### src/rtl/fir_sample_feeder_pkg.sv
// Shared definitions for the FIR sample feeder: FSM encoding, default widths
// and a parameter-check helper.
package fir_feeder_pkg;

  localparam int DEF_BIT_WIDTH     = 16;
  localparam int DEF_FIFO_DEPTH    = 8;
  localparam int DEF_OVF_CNT_WIDTH = 16;

  typedef enum logic [1:0] {
    S_IDLE = 2'd0,
    S_ACK  = 2'd1,
    S_RUN  = 2'd2
  } feeder_state_e;

  function automatic bit is_pow2(input int v);
    return (v >= 2) && ((v & (v - 1)) == 0);
  endfunction

endpackage

### src/rtl/fir_sample_feeder_if.sv
// Signal bundle between the feeder, the ADC front end, the filter and downstream.
// OVF_CNT exists only when FIR_FEEDER_OVF_CNT_EN is defined.
interface fir_sample_feeder_if
  import fir_feeder_pkg::*;
#(
  parameter int BIT_WIDTH = DEF_BIT_WIDTH
`ifdef FIR_FEEDER_OVF_CNT_EN
  , parameter int OVF_CNT_WIDTH = DEF_OVF_CNT_WIDTH
`endif
);
  logic                 ADC_VALID;
  logic [BIT_WIDTH-1:0] ADC_DATA;
  logic                 FIR_START;
  logic [BIT_WIDTH-1:0] FIR_DATA_IN;
  logic                 FIR_RDY;
  logic [BIT_WIDTH-1:0] FIR_DATA_OUT;
  logic                 OUT_VALID;
  logic [BIT_WIDTH-1:0] OUT_DATA;
  logic                 FIFO_EMPTY;
  logic                 FIFO_FULL;
  logic                 OVF_CLR;
  logic                 OVF_FLAG;
`ifdef FIR_FEEDER_OVF_CNT_EN
  logic [OVF_CNT_WIDTH-1:0] OVF_CNT;
`endif

  modport slave (
    input  ADC_VALID, ADC_DATA, FIR_RDY, FIR_DATA_OUT, OVF_CLR,
    output FIR_START, FIR_DATA_IN, OUT_VALID, OUT_DATA, FIFO_EMPTY, FIFO_FULL,
`ifdef FIR_FEEDER_OVF_CNT_EN
    output OVF_CNT,
`endif
    output OVF_FLAG
  );

  modport master (
    output ADC_VALID, ADC_DATA, FIR_RDY, FIR_DATA_OUT, OVF_CLR,
    input  FIR_START, FIR_DATA_IN, OUT_VALID, OUT_DATA, FIFO_EMPTY, FIFO_FULL,
`ifdef FIR_FEEDER_OVF_CNT_EN
    input  OVF_CNT,
`endif
    input  OVF_FLAG
  );
endinterface

### src/rtl/fir_sample_feeder_fifo.sv
// Power-of-two synchronous FIFO; a push while full is accepted only together
// with a pop. Overflow accounting is left to the instantiating block.
module fifo_sync #(
  parameter int WIDTH = 16,
  parameter int DEPTH = 8
) (
  input  logic                   CLK,
  input  logic                   RST,
  input  logic                   push,
  input  logic                   pop,
  input  logic [WIDTH-1:0]       wr_data,
  output logic [WIDTH-1:0]       rd_data,
  output logic                   full,
  output logic                   empty,
  output logic [$clog2(DEPTH):0] count
);
  localparam int AW = $clog2(DEPTH);

  logic [WIDTH-1:0] mem [DEPTH];
  logic [AW-1:0]    wr_ptr;
  logic [AW-1:0]    rd_ptr;
  logic [AW:0]      cnt;
  logic             do_push;
  logic             do_pop;

  assign empty   = (cnt == '0);
  assign full    = (cnt == (AW+1)'(DEPTH));
  assign do_pop  = pop && !empty;
  assign do_push = push && (!full || do_pop);
  assign rd_data = mem[rd_ptr];
  assign count   = cnt;

  always_ff @(posedge CLK) begin
    if (do_push) mem[wr_ptr] <= wr_data;
  end

  // Pointers wrap naturally because DEPTH is a power of two.
  always_ff @(posedge CLK) begin
    if (RST) begin
      wr_ptr <= '0;
      rd_ptr <= '0;
      cnt    <= '0;
    end else begin
      if (do_push) wr_ptr <= wr_ptr + 1'b1;
      if (do_pop)  rd_ptr <= rd_ptr + 1'b1;
      case ({do_push, do_pop})
        2'b10:   cnt <= cnt + 1'b1;
        2'b01:   cnt <= cnt - 1'b1;
        default: cnt <= cnt;
      endcase
    end
  end
endmodule

### src/rtl/fir_sample_feeder.sv
// Buffers ADC samples and launches one FIR run per sample via START/READY.
// FIR_FEEDER_OVF_CNT_EN builds the saturating OVF_CNT drop counter.
//
// state  | meaning
// S_IDLE | waiting for a queued sample and an idle filter
// S_ACK  | START issued, waiting for the filter to drop FIR_RDY
// S_RUN  | filter busy, waiting for FIR_RDY to return, then capture
module fir_sample_feeder
  import fir_feeder_pkg::*;
#(
  parameter int BIT_WIDTH     = DEF_BIT_WIDTH,
  parameter int FIFO_DEPTH    = DEF_FIFO_DEPTH,
  parameter int OVF_CNT_WIDTH = DEF_OVF_CNT_WIDTH
) (
  input logic             CLK,
  input logic             RST,
  fir_sample_feeder_if.slave bus
);
  localparam int CW = $clog2(FIFO_DEPTH) + 1;

  if (!is_pow2(FIFO_DEPTH) || OVF_CNT_WIDTH < 1) begin : g_bad_param
    $error("fir_sample_feeder: FIFO_DEPTH must be a power of two >= 2");
  end

  feeder_state_e        state, state_nxt;
  logic                 pop;
  logic                 capture;
  logic                 drop;
  logic [BIT_WIDTH-1:0] fifo_rd_data;
  logic                 fifo_full;
  logic                 fifo_empty;
  logic [CW-1:0]        fifo_count;
  logic                 fir_start;
  logic [BIT_WIDTH-1:0] fir_data_in;
  logic                 out_valid;
  logic [BIT_WIDTH-1:0] out_data;
  logic                 ovf_flag;

  fifo_sync #(.WIDTH(BIT_WIDTH), .DEPTH(FIFO_DEPTH)) u_fifo (
    .CLK     (CLK),
    .RST     (RST),
    .push    (bus.ADC_VALID),
    .pop     (pop),
    .wr_data (bus.ADC_DATA),
    .rd_data (fifo_rd_data),
    .full    (fifo_full),
    .empty   (fifo_empty),
    .count   (fifo_count)
  );

  assign drop = bus.ADC_VALID && (fifo_count == CW'(FIFO_DEPTH)) && !pop;

  always_comb begin
    state_nxt = state;
    pop       = 1'b0;
    capture   = 1'b0;
    case (state)
      S_IDLE: if (!fifo_empty && bus.FIR_RDY) begin
        pop       = 1'b1;
        state_nxt = S_ACK;
      end
      S_ACK:  if (!bus.FIR_RDY) state_nxt = S_RUN;
      S_RUN:  if (bus.FIR_RDY) begin
        capture   = 1'b1;
        state_nxt = S_IDLE;
      end
      default: state_nxt = S_IDLE;
    endcase
  end

  always_ff @(posedge CLK) begin
    if (RST) begin
      state       <= S_IDLE;
      fir_start   <= 1'b0;
      fir_data_in <= '0;
      out_valid   <= 1'b0;
      out_data    <= '0;
    end else begin
      state     <= state_nxt;
      fir_start <= pop;
      out_valid <= capture;
      if (pop)     fir_data_in <= fifo_rd_data;
      if (capture) out_data    <= bus.FIR_DATA_OUT;
    end
  end

  // A drop outranks a simultaneous clear.
  always_ff @(posedge CLK) begin
    if (RST)              ovf_flag <= 1'b0;
    else if (drop)        ovf_flag <= 1'b1;
    else if (bus.OVF_CLR) ovf_flag <= 1'b0;
  end

`ifdef FIR_FEEDER_OVF_CNT_EN
  logic [OVF_CNT_WIDTH-1:0] ovf_cnt;

  always_ff @(posedge CLK) begin
    if (RST) begin
      ovf_cnt <= '0;
    end else if (drop) begin
      if (bus.OVF_CLR)     ovf_cnt <= OVF_CNT_WIDTH'(1);
      else if (~&ovf_cnt)  ovf_cnt <= ovf_cnt + 1'b1;
    end else if (bus.OVF_CLR) begin
      ovf_cnt <= '0;
    end
  end

  assign bus.OVF_CNT = ovf_cnt;
`endif

  assign bus.FIR_START   = fir_start;
  assign bus.FIR_DATA_IN = fir_data_in;
  assign bus.OUT_VALID   = out_valid;
  assign bus.OUT_DATA    = out_data;
  assign bus.FIFO_EMPTY  = fifo_empty;
  assign bus.FIFO_FULL   = fifo_full;
  assign bus.OVF_FLAG    = ovf_flag;
endmodule

### src/flat_wrapper.sv
// flat-port wrapper written by rule: the top's interface ports become plain ports
module fir_sample_feeder_flat import fir_feeder_pkg::*;
#(
  parameter int BIT_WIDTH     = DEF_BIT_WIDTH,
  parameter int FIFO_DEPTH    = DEF_FIFO_DEPTH,
  parameter int OVF_CNT_WIDTH = DEF_OVF_CNT_WIDTH
)
  (CLK, RST, bus_ADC_VALID, bus_ADC_DATA, bus_FIR_RDY, bus_FIR_DATA_OUT, bus_OVF_CLR, bus_FIR_START, bus_FIR_DATA_IN, bus_OUT_VALID, bus_OUT_DATA, bus_FIFO_EMPTY, bus_FIFO_FULL, bus_OVF_FLAG);
  fir_sample_feeder_if #(.BIT_WIDTH(BIT_WIDTH)) bus_i ();
  input logic CLK;
  input logic RST;
  input wire logic [$bits(bus_i.ADC_VALID)-1:0] bus_ADC_VALID;
  input wire logic [$bits(bus_i.ADC_DATA)-1:0] bus_ADC_DATA;
  input wire logic [$bits(bus_i.FIR_RDY)-1:0] bus_FIR_RDY;
  input wire logic [$bits(bus_i.FIR_DATA_OUT)-1:0] bus_FIR_DATA_OUT;
  input wire logic [$bits(bus_i.OVF_CLR)-1:0] bus_OVF_CLR;
  output wire logic [$bits(bus_i.FIR_START)-1:0] bus_FIR_START;
  output wire logic [$bits(bus_i.FIR_DATA_IN)-1:0] bus_FIR_DATA_IN;
  output wire logic [$bits(bus_i.OUT_VALID)-1:0] bus_OUT_VALID;
  output wire logic [$bits(bus_i.OUT_DATA)-1:0] bus_OUT_DATA;
  output wire logic [$bits(bus_i.FIFO_EMPTY)-1:0] bus_FIFO_EMPTY;
  output wire logic [$bits(bus_i.FIFO_FULL)-1:0] bus_FIFO_FULL;
  output wire logic [$bits(bus_i.OVF_FLAG)-1:0] bus_OVF_FLAG;
  assign bus_i.ADC_VALID = bus_ADC_VALID;
  assign bus_i.ADC_DATA = bus_ADC_DATA;
  assign bus_i.FIR_RDY = bus_FIR_RDY;
  assign bus_i.FIR_DATA_OUT = bus_FIR_DATA_OUT;
  assign bus_i.OVF_CLR = bus_OVF_CLR;
  assign bus_FIR_START = bus_i.FIR_START;
  assign bus_FIR_DATA_IN = bus_i.FIR_DATA_IN;
  assign bus_OUT_VALID = bus_i.OUT_VALID;
  assign bus_OUT_DATA = bus_i.OUT_DATA;
  assign bus_FIFO_EMPTY = bus_i.FIFO_EMPTY;
  assign bus_FIFO_FULL = bus_i.FIFO_FULL;
  assign bus_OVF_FLAG = bus_i.OVF_FLAG;
  fir_sample_feeder #(.BIT_WIDTH(BIT_WIDTH), .FIFO_DEPTH(FIFO_DEPTH), .OVF_CNT_WIDTH(OVF_CNT_WIDTH)) u_core (.CLK(CLK), .RST(RST), .bus(bus_i));
endmodule
### config.mk
export PLATFORM = sky130hd
export DESIGN_NAME = fir_sample_feeder_flat
export DESIGN_NICKNAME = d
export VERILOG_FILES = /design/src/rtl/fir_sample_feeder_pkg.sv /design/src/rtl/fir_sample_feeder_if.sv /design/src/rtl/fir_sample_feeder_fifo.sv /design/src/rtl/fir_sample_feeder.sv /design/src/flat_wrapper.sv
export SDC_FILE = /design/constraint.sdc
export NUM_CORES = 1
export LEC_CHECK = 0
export BUFFER_PORTS_ARGS = -buffer_cell sky130_fd_sc_hd__buf_2
export CORE_MARGIN = 2
export CORE_UTILIZATION = 62
export CTS_CLUSTER_DIAMETER = 40
export DETAILED_ROUTE_END_ITERATION = 8
export PLACE_DENSITY = 0.83
export SLEW_MARGIN = 40
export SYNTH_ARGS = -nofsm -noshare
export SYNTH_HDL_FRONTEND = slang
export SYNTH_HIERARCHICAL = 1
export SYNTH_SLANG_ARGS = --single-unit
### constraint.sdc
create_clock -name CLK -period 10.8 [get_ports CLK]
set_clock_uncertainty 0.2 [all_clocks]
set_input_delay 2.7 -clock CLK [delete_from_list [all_inputs] [get_ports CLK]]
set_output_delay 2.7 -clock CLK [all_outputs]
set_load 0.02 [all_outputs]
---- Word level (Yosys, flattened, before mapping) ----
Memory sizes are Yosys's and may differ from the RTL's. A register that Yosys moved wholly into a read port is not among the register bits.
Cells that the tools add are included.
word-level totals
  register bits after elaboration ......... 31
  RAM bits ................................ 128
  input port bits ......................... 37
  output and inout port bits .............. 37
  word-level logic and storage cells ...... 48
  memories ................................ 1
cells by class
  add/subtract/negate cells ............... 4
  equality and inequality tests ........... 8
  muxes and demuxes ....................... 13
  reductions and logical operators ........ 14
memory list
  memory             words  bits a word  read ports  clocked after Yosys merged registers in  write ports  line                          source
  u_core.u_fifo.mem  8      16           1           1                                        1            fir_sample_feeder_fifo.sv:19  logic [WIDTH-1:0] mem [DEPTH];
operators with widths
  kind                   number
  $mux W1                8
  $pmux W4 S2            1
  $add A3 B1 Y3 const B  2
  $mux W2                3
  $pmux W2 S3            1
  $logic_and A1 B1 Y1    5
  $add A4 B1 Y4 const B  1
  $eq A2 B1 Y1 const B   2
  $eq A2 B2 Y1 const B   2
  $eq A4 B4 Y1 const B   1
  $logic_not A4 Y1       1
  $ne A2 B2 Y1 const B   2
  $reduce_bool A2 Y1     2
  $sub A4 B1 Y4 const B  1
  $logic_not A1 Y1       3
  $reduce_and A3 Y1      1
  $logic_not A2 Y1       1
  $ne A2 B1 Y1 const B   1
  $logic_or A1 B1 Y1     1

---- Logic depth before layout (Yosys ltp) ----
  depth in word-level cells ............... 10
  mapped depth ............................ 15
  depth with buffers taken out ............ 12

---- Hierarchy ----
The synthesis kept the hierarchy.
by module, submodules not included
  module             times used  cells an instance  area an instance (µm²)  sequential area each (µm²)
  fifo_sync          1           268                5,685.5                 4,103.9
  fir_sample_feeder  1           157                1,291.2                 740.7

---- Worst setup path before layout ----
Ideal clock, no wire load.
  path kind ............................... input to register
  start ................................... in bus_FIR_RDY
  end ..................................... mem u_core.u_fifo.mem[0][0] (enable)
  setup time .............................. 430 ps
  data arrival time ....................... 5,352 ps
  required time ........................... 10,170 ps
  setup slack ............................. 4,817 ps
  stages .................................. 7
  buffers on the path ..................... 2
  path through ............................ or4b_1 -> buf_6 -> clkinv_4 -> buf_6 -> nand2b_1 -> o21ai_4 -> nor4_1
between the ends
  cells in the longest elaborated chain, start to end .. 8
RTL lines
  item                           line                          source
  start: declaration             flat_wrapper.sv:14            input wire logic [$bits(bus_i.FIR_RDY)-1:0] bus_FIR_RDY;
  $logic_and A1 B1 Y1            fir_sample_feeder.sv:58       S_IDLE: if (!fifo_empty && bus.FIR_RDY) begin
  $mux W1                        fir_sample_feeder.sv:58
  $mux W1                        fir_sample_feeder.sv:57       case (state)
  named net u_core.pop           fir_sample_feeder.sv:26       logic pop;
  $logic_and A1 B1 Y1            fir_sample_feeder_fifo.sv:28  assign do_pop = pop && !empty;
  $logic_or A1 B1 Y1             fir_sample_feeder_fifo.sv:29  assign do_push = push && (!full || do_pop);
  $logic_and A1 B1 Y1            fir_sample_feeder_fifo.sv:29
  $mux W1                        fir_sample_feeder_fifo.sv:34  if (do_push) mem[wr_ptr] <= wr_data;
  $mux W1 (not written as such)  fir_sample_feeder_fifo.sv:34
  end: declaration               fir_sample_feeder_fifo.sv:19
The timed path passes the listed nets, and every way through them passes these cells.

---- Worst setup path in the final report ----
  start ................................... in bus_FIR_RDY
  end ..................................... reg u_core.u_fifo.cnt[3], in the netlist u_core/u_fifo/count[3]
between the ends
  cells in the longest elaborated chain, start to end .. 8
  elaborated cells between the ends (all ways) .. 10
  those cells by class .................... eq/ne (2); mux (3); reduce/logical (5)
RTL lines
  item                                                      line                          source
  $logic_and A1 B1 Y1 *                                     fir_sample_feeder.sv:58
  $mux W1 *                                                 fir_sample_feeder.sv:58
  $mux W1 *                                                 fir_sample_feeder.sv:57
  $logic_and A1 B1 Y1 *                                     fir_sample_feeder_fifo.sv:28
  $logic_or A1 B1 Y1                                        fir_sample_feeder_fifo.sv:29
  $logic_and A1 B1 Y1                                       fir_sample_feeder_fifo.sv:29
  $eq A2 B1 Y1 / $eq A2 B2 Y1 (equally long branches)       fir_sample_feeder_fifo.sv:46  case ({do_push, do_pop})
  $pmux W4 S2 / $reduce_bool A2 Y1 (equally long branches)  --
  end signal: assignment                                    fir_sample_feeder_fifo.sv:47  2'b10: cnt <= cnt + 1'b1;
  end signal: assignment                                    fir_sample_feeder_fifo.sv:48  2'b01: cnt <= cnt - 1'b1;
  end signal: assignment                                    fir_sample_feeder_fifo.sv:49  default: cnt <= cnt;
  end: declaration                                          fir_sample_feeder_fifo.sv:22  logic [AW:0] cnt;
Mark *: on every way between the ends. The rest lies on a longest branch, timed or not.
A chain may end at the register's enable or synchronous reset.

==> impl_summary.md <==
Logic synthesis
The adder-cell area share of the yosys netlist is 0.0100. The leading register cell type out of synthesis is sky130_fd_sc_hd__edfxtp_1. The post-synthesis area per instance is 16.4 um^2. After synthesis, the share of flip-flops with an asynchronous set or reset is 0. The number of instances in the synthesized netlist is around 430. The synthesized design contains 128 enable-type register cells. The fraction of the mapped netlist area in compound gates is 0.0404. The area fraction in and, or, nand and nor cells after synthesis is 0.0701. After synthesis, the share of cell area in mux cells is 0.148.

The Yosys step of the flow raised 6 warnings. The share of the yosys chip area belonging to registers is 0.694. Of the total synthesized cell area, the portion taken by XOR and XNOR cells is 0.0100. The count of state elements after synthesis is roughly 180.

The post-synthesis cell type count is 44. After synthesis, the largest family of logic cells by area is multiplexers. Summing every instance area after synthesis gives 0.00698 mm^2. The number of nets handed over by synthesis was 467.

Timing
Setup repair after global routing left no endpoint under its margin. The count of endpoints failing setup in the final report is 0. The slew at the pin closest to its max-slew limit is 0.719 ns. The final max-slew violation count is 0.

On the final layout, the worst hold slack is 0.252 ns. The clock period minus worst slack is 5.28 ns. The highest clock frequency the design can meet is 189 MHz. The period utilization is 0.489. After routing, the total negative slack on setup checks comes to 0 ns. The hold violation total from the final report is 0. Measured against its own limit, the worst slew margin works out to 0.521.

Floorplanning
The die area is 0.0121 mm^2. The die width is 110 um. The floorplan has 38 rows.

The die is 110 um tall. The initial standard-cell utilization of the core is 0.641. For this design the top-level I/O count stands at 74.

The area inside the core boundary is between 0.01 and 0.015 mm^2.

Route
The remaining antenna violation count is 0. For this block, the initial DRC count from the detailed router was 251. After detailed routing, the average wire length per cell comes to 20.3 um. Detailed routing inserted a total of 3862 vias. The number of remaining DRC errors is 0. The aggregate routed wire length is 13400 um. The detailed-routing iteration count for the pre-antenna-repair pass is 4. The number of vias per cell is 5.88.

Final layout
The count of inserted antenna diode cells is 0. In the final layout, the share of cells above drive strength 1 is 0.279. The post-layout instance area is 0.00803 mm^2. The post-layout net count is 546. The area growth from synthesis to layout is 15.1%. The number of fill cells in the layout is 653. The post-layout utilization of the core is 0.738.

Worst setup path
STA puts the critical path data required time at 11.06 ns. The worst setup path is launched from an input pin. The worst setup path is captured at a register.

The worst setup path is of the in -> reg kind. The arrival time of data at the critical path endpoint is 5.54 ns. Of all nets on the critical path, the largest fanout is 24.

Clocking
Once the clock tree was built, the resizer swapped 0 gates to a different size. The TritonCTS clock tree is yes. Buffers inserted to repair hold after CTS numbered 0. The root cell of the clock tree is sky130_fd_sc_hd__clkbuf_8. The maximum root-to-sink buffer count is 2. The clock tree synthesis step divided the H-tree into 4 levels. For this design, the sink count on the clock tree is 178. The number of buffers added by the clock tree synthesis step is 17.

In this run the post-CTS setup repair buffer count came out at 0. Clock-pin slew was measured on the worst setup and hold paths at approximately 0.07 ns. The latest clock arrival within the worst-skew pair is 0.54 ns.

Run status
The run finished with clean final reports.

Hold path
The classification of the worst-slack hold path is reg -> reg.

Job
The tool flagged a number of max-cap violations equal to 0.

Power
The total power per unit cell area is 215 mW/mm^2. The worst supply voltage drop on vdd is 159 uV. The analysis attributes to cell leakage a power of 2.88 nW. The completed layout was analyzed and its total power is 0.00173 W.

Place
Summed over all nets, the half-perimeter wirelength after detailed placement is approximately 8400 um. Port buffering added 73 buffers. The cell area after placement is 0.00745 mm^2. The congestion estimate from routability-driven global placement came to 0.758.

Global route
The total global routing overflow is 0. For met1 alone, demand over resource in global routing was 0.302. For this run, the total global-route usage over all layers was measured as 0.234. The met2 layer usage reported by global route is 0.385. In the global route stage, met3 resource usage came out at 0.0541.

The number of global-route vias before repair is between 3000 and 4000. The largest net degree at the start of global routing is a little under 50. The global-route wire length before repair is between 20000 and 25000 um. The number of antenna violations at the first check in global routing is 0. met2 is the most crowded layer.
-- per-stage QoR --
stage,setup WS [ns],std cells
floorplan,4.82,425
global placement,5.10,625
detailed placement,5.00,625
CTS,5.59,657
global route,5.41,657
finish,5.52,657
-- per-layer routing --
metal,share of wire,routed length (um)
met1,0.42,5660
met2,0.50,6630
met3,0.063,847
met4,0.017,232
met5,0,0
-- area by class of cell --
cell class                 instances  area (um^2)  share of cell area
multi-input combinational        220         1970               0.245
clock inverter                     8         45.0             0.00561
inverter                           4         20.0             0.00249
tap                              140          175              0.0218
clock buffer                      24          534              0.0665
timing repair buffer              83          443              0.0551
sequential                       178         4850               0.603
-- flip-flops by register name (all words and copies together) (netlist names), named ones only --
register / cells
u_core/state: 2
u_core/u_fifo/rd_ptr: 3
u_core/u_fifo/count: 4
u_core/u_fifo/mem: 128
u_core/bus.OVF_FLAG: 1
u_core/bus.OUT_DATA: 16
u_core/bus.OUT_VALID: 1
u_core/bus.FIR_START: 1
u_core/bus.FIR_DATA_IN: 16
u_core/u_fifo/wr_ptr: 3
-- worst max-delay path, cell delays in order --
cell and delay, ns:
sky130_fd_sc_hd__buf_2 0.12, sky130_fd_sc_hd__or4b_1 0.80, sky130_fd_sc_hd__clkinv_4 0.29, sky130_fd_sc_hd__o21ai_2 0.11
sky130_fd_sc_hd__or2_2 0.31, sky130_fd_sc_hd__inv_1 0.09, sky130_fd_sc_hd__ha_1 0.27, sky130_fd_sc_hd__a21oi_1 0.27
sky130_fd_sc_hd__nor4bb_1 0.30, sky130_fd_sc_hd__o21bai_1 0.12, sky130_fd_sc_hd__a31oi_1 0.14
-- synth_stat cells, types with 2 or more instances --
library cell               number  share of area
sky130_fd_sc_hd__buf_12         3         0.0086
sky130_fd_sc_hd__ha_1           4         0.0072
sky130_fd_sc_hd__mux2i_1        3         0.0043
sky130_fd_sc_hd__mux4_2         5          0.016
sky130_fd_sc_hd__clkbuf_1      10         0.0054
sky130_fd_sc_hd__nor3_1         6         0.0043
sky130_fd_sc_hd__inv_1          3         0.0016
sky130_fd_sc_hd__nand3b_1       2         0.0022
sky130_fd_sc_hd__nand2_1       66          0.036
sky130_fd_sc_hd__nor4b_1        2         0.0025
sky130_fd_sc_hd__mux2_2        16          0.026
sky130_fd_sc_hd__nand3_1        3         0.0022
sky130_fd_sc_hd__o211ai_1       3         0.0032
sky130_fd_sc_hd__buf_1          3         0.0016
sky130_fd_sc_hd__dfxtp_1       50           0.14
sky130_fd_sc_hd__edfxtp_1     128           0.55
sky130_fd_sc_hd__xnor2_1        4         0.0050
sky130_fd_sc_hd__nor2_1        17         0.0091
sky130_fd_sc_hd__nand2b_1       5         0.0045
sky130_fd_sc_hd__buf_2          2         0.0014
sky130_fd_sc_hd__buf_6          4         0.0065
sky130_fd_sc_hd__xor2_1         4         0.0050
sky130_fd_sc_hd__mux4_1        27           0.10
sky130_fd_sc_hd__a21oi_1       35          0.025
-- placed cells by master (no fill, tap or decap), types with 5 or more instances in the layout --
master	count
sky130_fd_sc_hd__buf_2	72
sky130_fd_sc_hd__mux4_2	5
sky130_fd_sc_hd__edfxtp_1	128
sky130_fd_sc_hd__clkbuf_16	19
sky130_fd_sc_hd__a21oi_1	35
sky130_fd_sc_hd__nand2b_1	5
sky130_fd_sc_hd__nand2_1	66
sky130_fd_sc_hd__nor2_1	17
sky130_fd_sc_hd__mux4_1	27
sky130_fd_sc_hd__mux2_2	16
sky130_fd_sc_hd__buf_4	11
sky130_fd_sc_hd__inv_1	5
sky130_fd_sc_hd__dfxtp_1	49
-- final timing paths --
path	slack (ns)	start	to	cells past startpoint
worst min-delay path	0.25	u_core/bus.OUT_DATA[15]	u_core/bus.OUT_DATA[15]	2
worst min register to register	0.25	u_core/bus.OUT_DATA[15]	u_core/bus.OUT_DATA[15]	2
worst max-delay path	5.52	bus_FIR_RDY	u_core/u_fifo/count[3]	11
worst max register to register	6.77	u_core/u_fifo/count[0]	u_core/u_fifo/count[3]	12
-- power breakdown --
group | switching, W | internal (W)
Sequential | 0.0000356 | 0.000783
Combinational | 0.000195 | 0.000139
Clock | 0.000238 | 0.000341
Total | 0.000469 | 0.00126
-- cell families after synthesis --
logic type | Yosys count
flip-flops | 178
buffers and inverters | 27
adder cells (fa/ha/maj) | 5
multiplexers | 51
XOR/XNOR | 8
AO/OA/AOI/OAI | 46
AND/OR/NAND/NOR | 110
No activity file was read; power rests on OpenSTA's default activity.
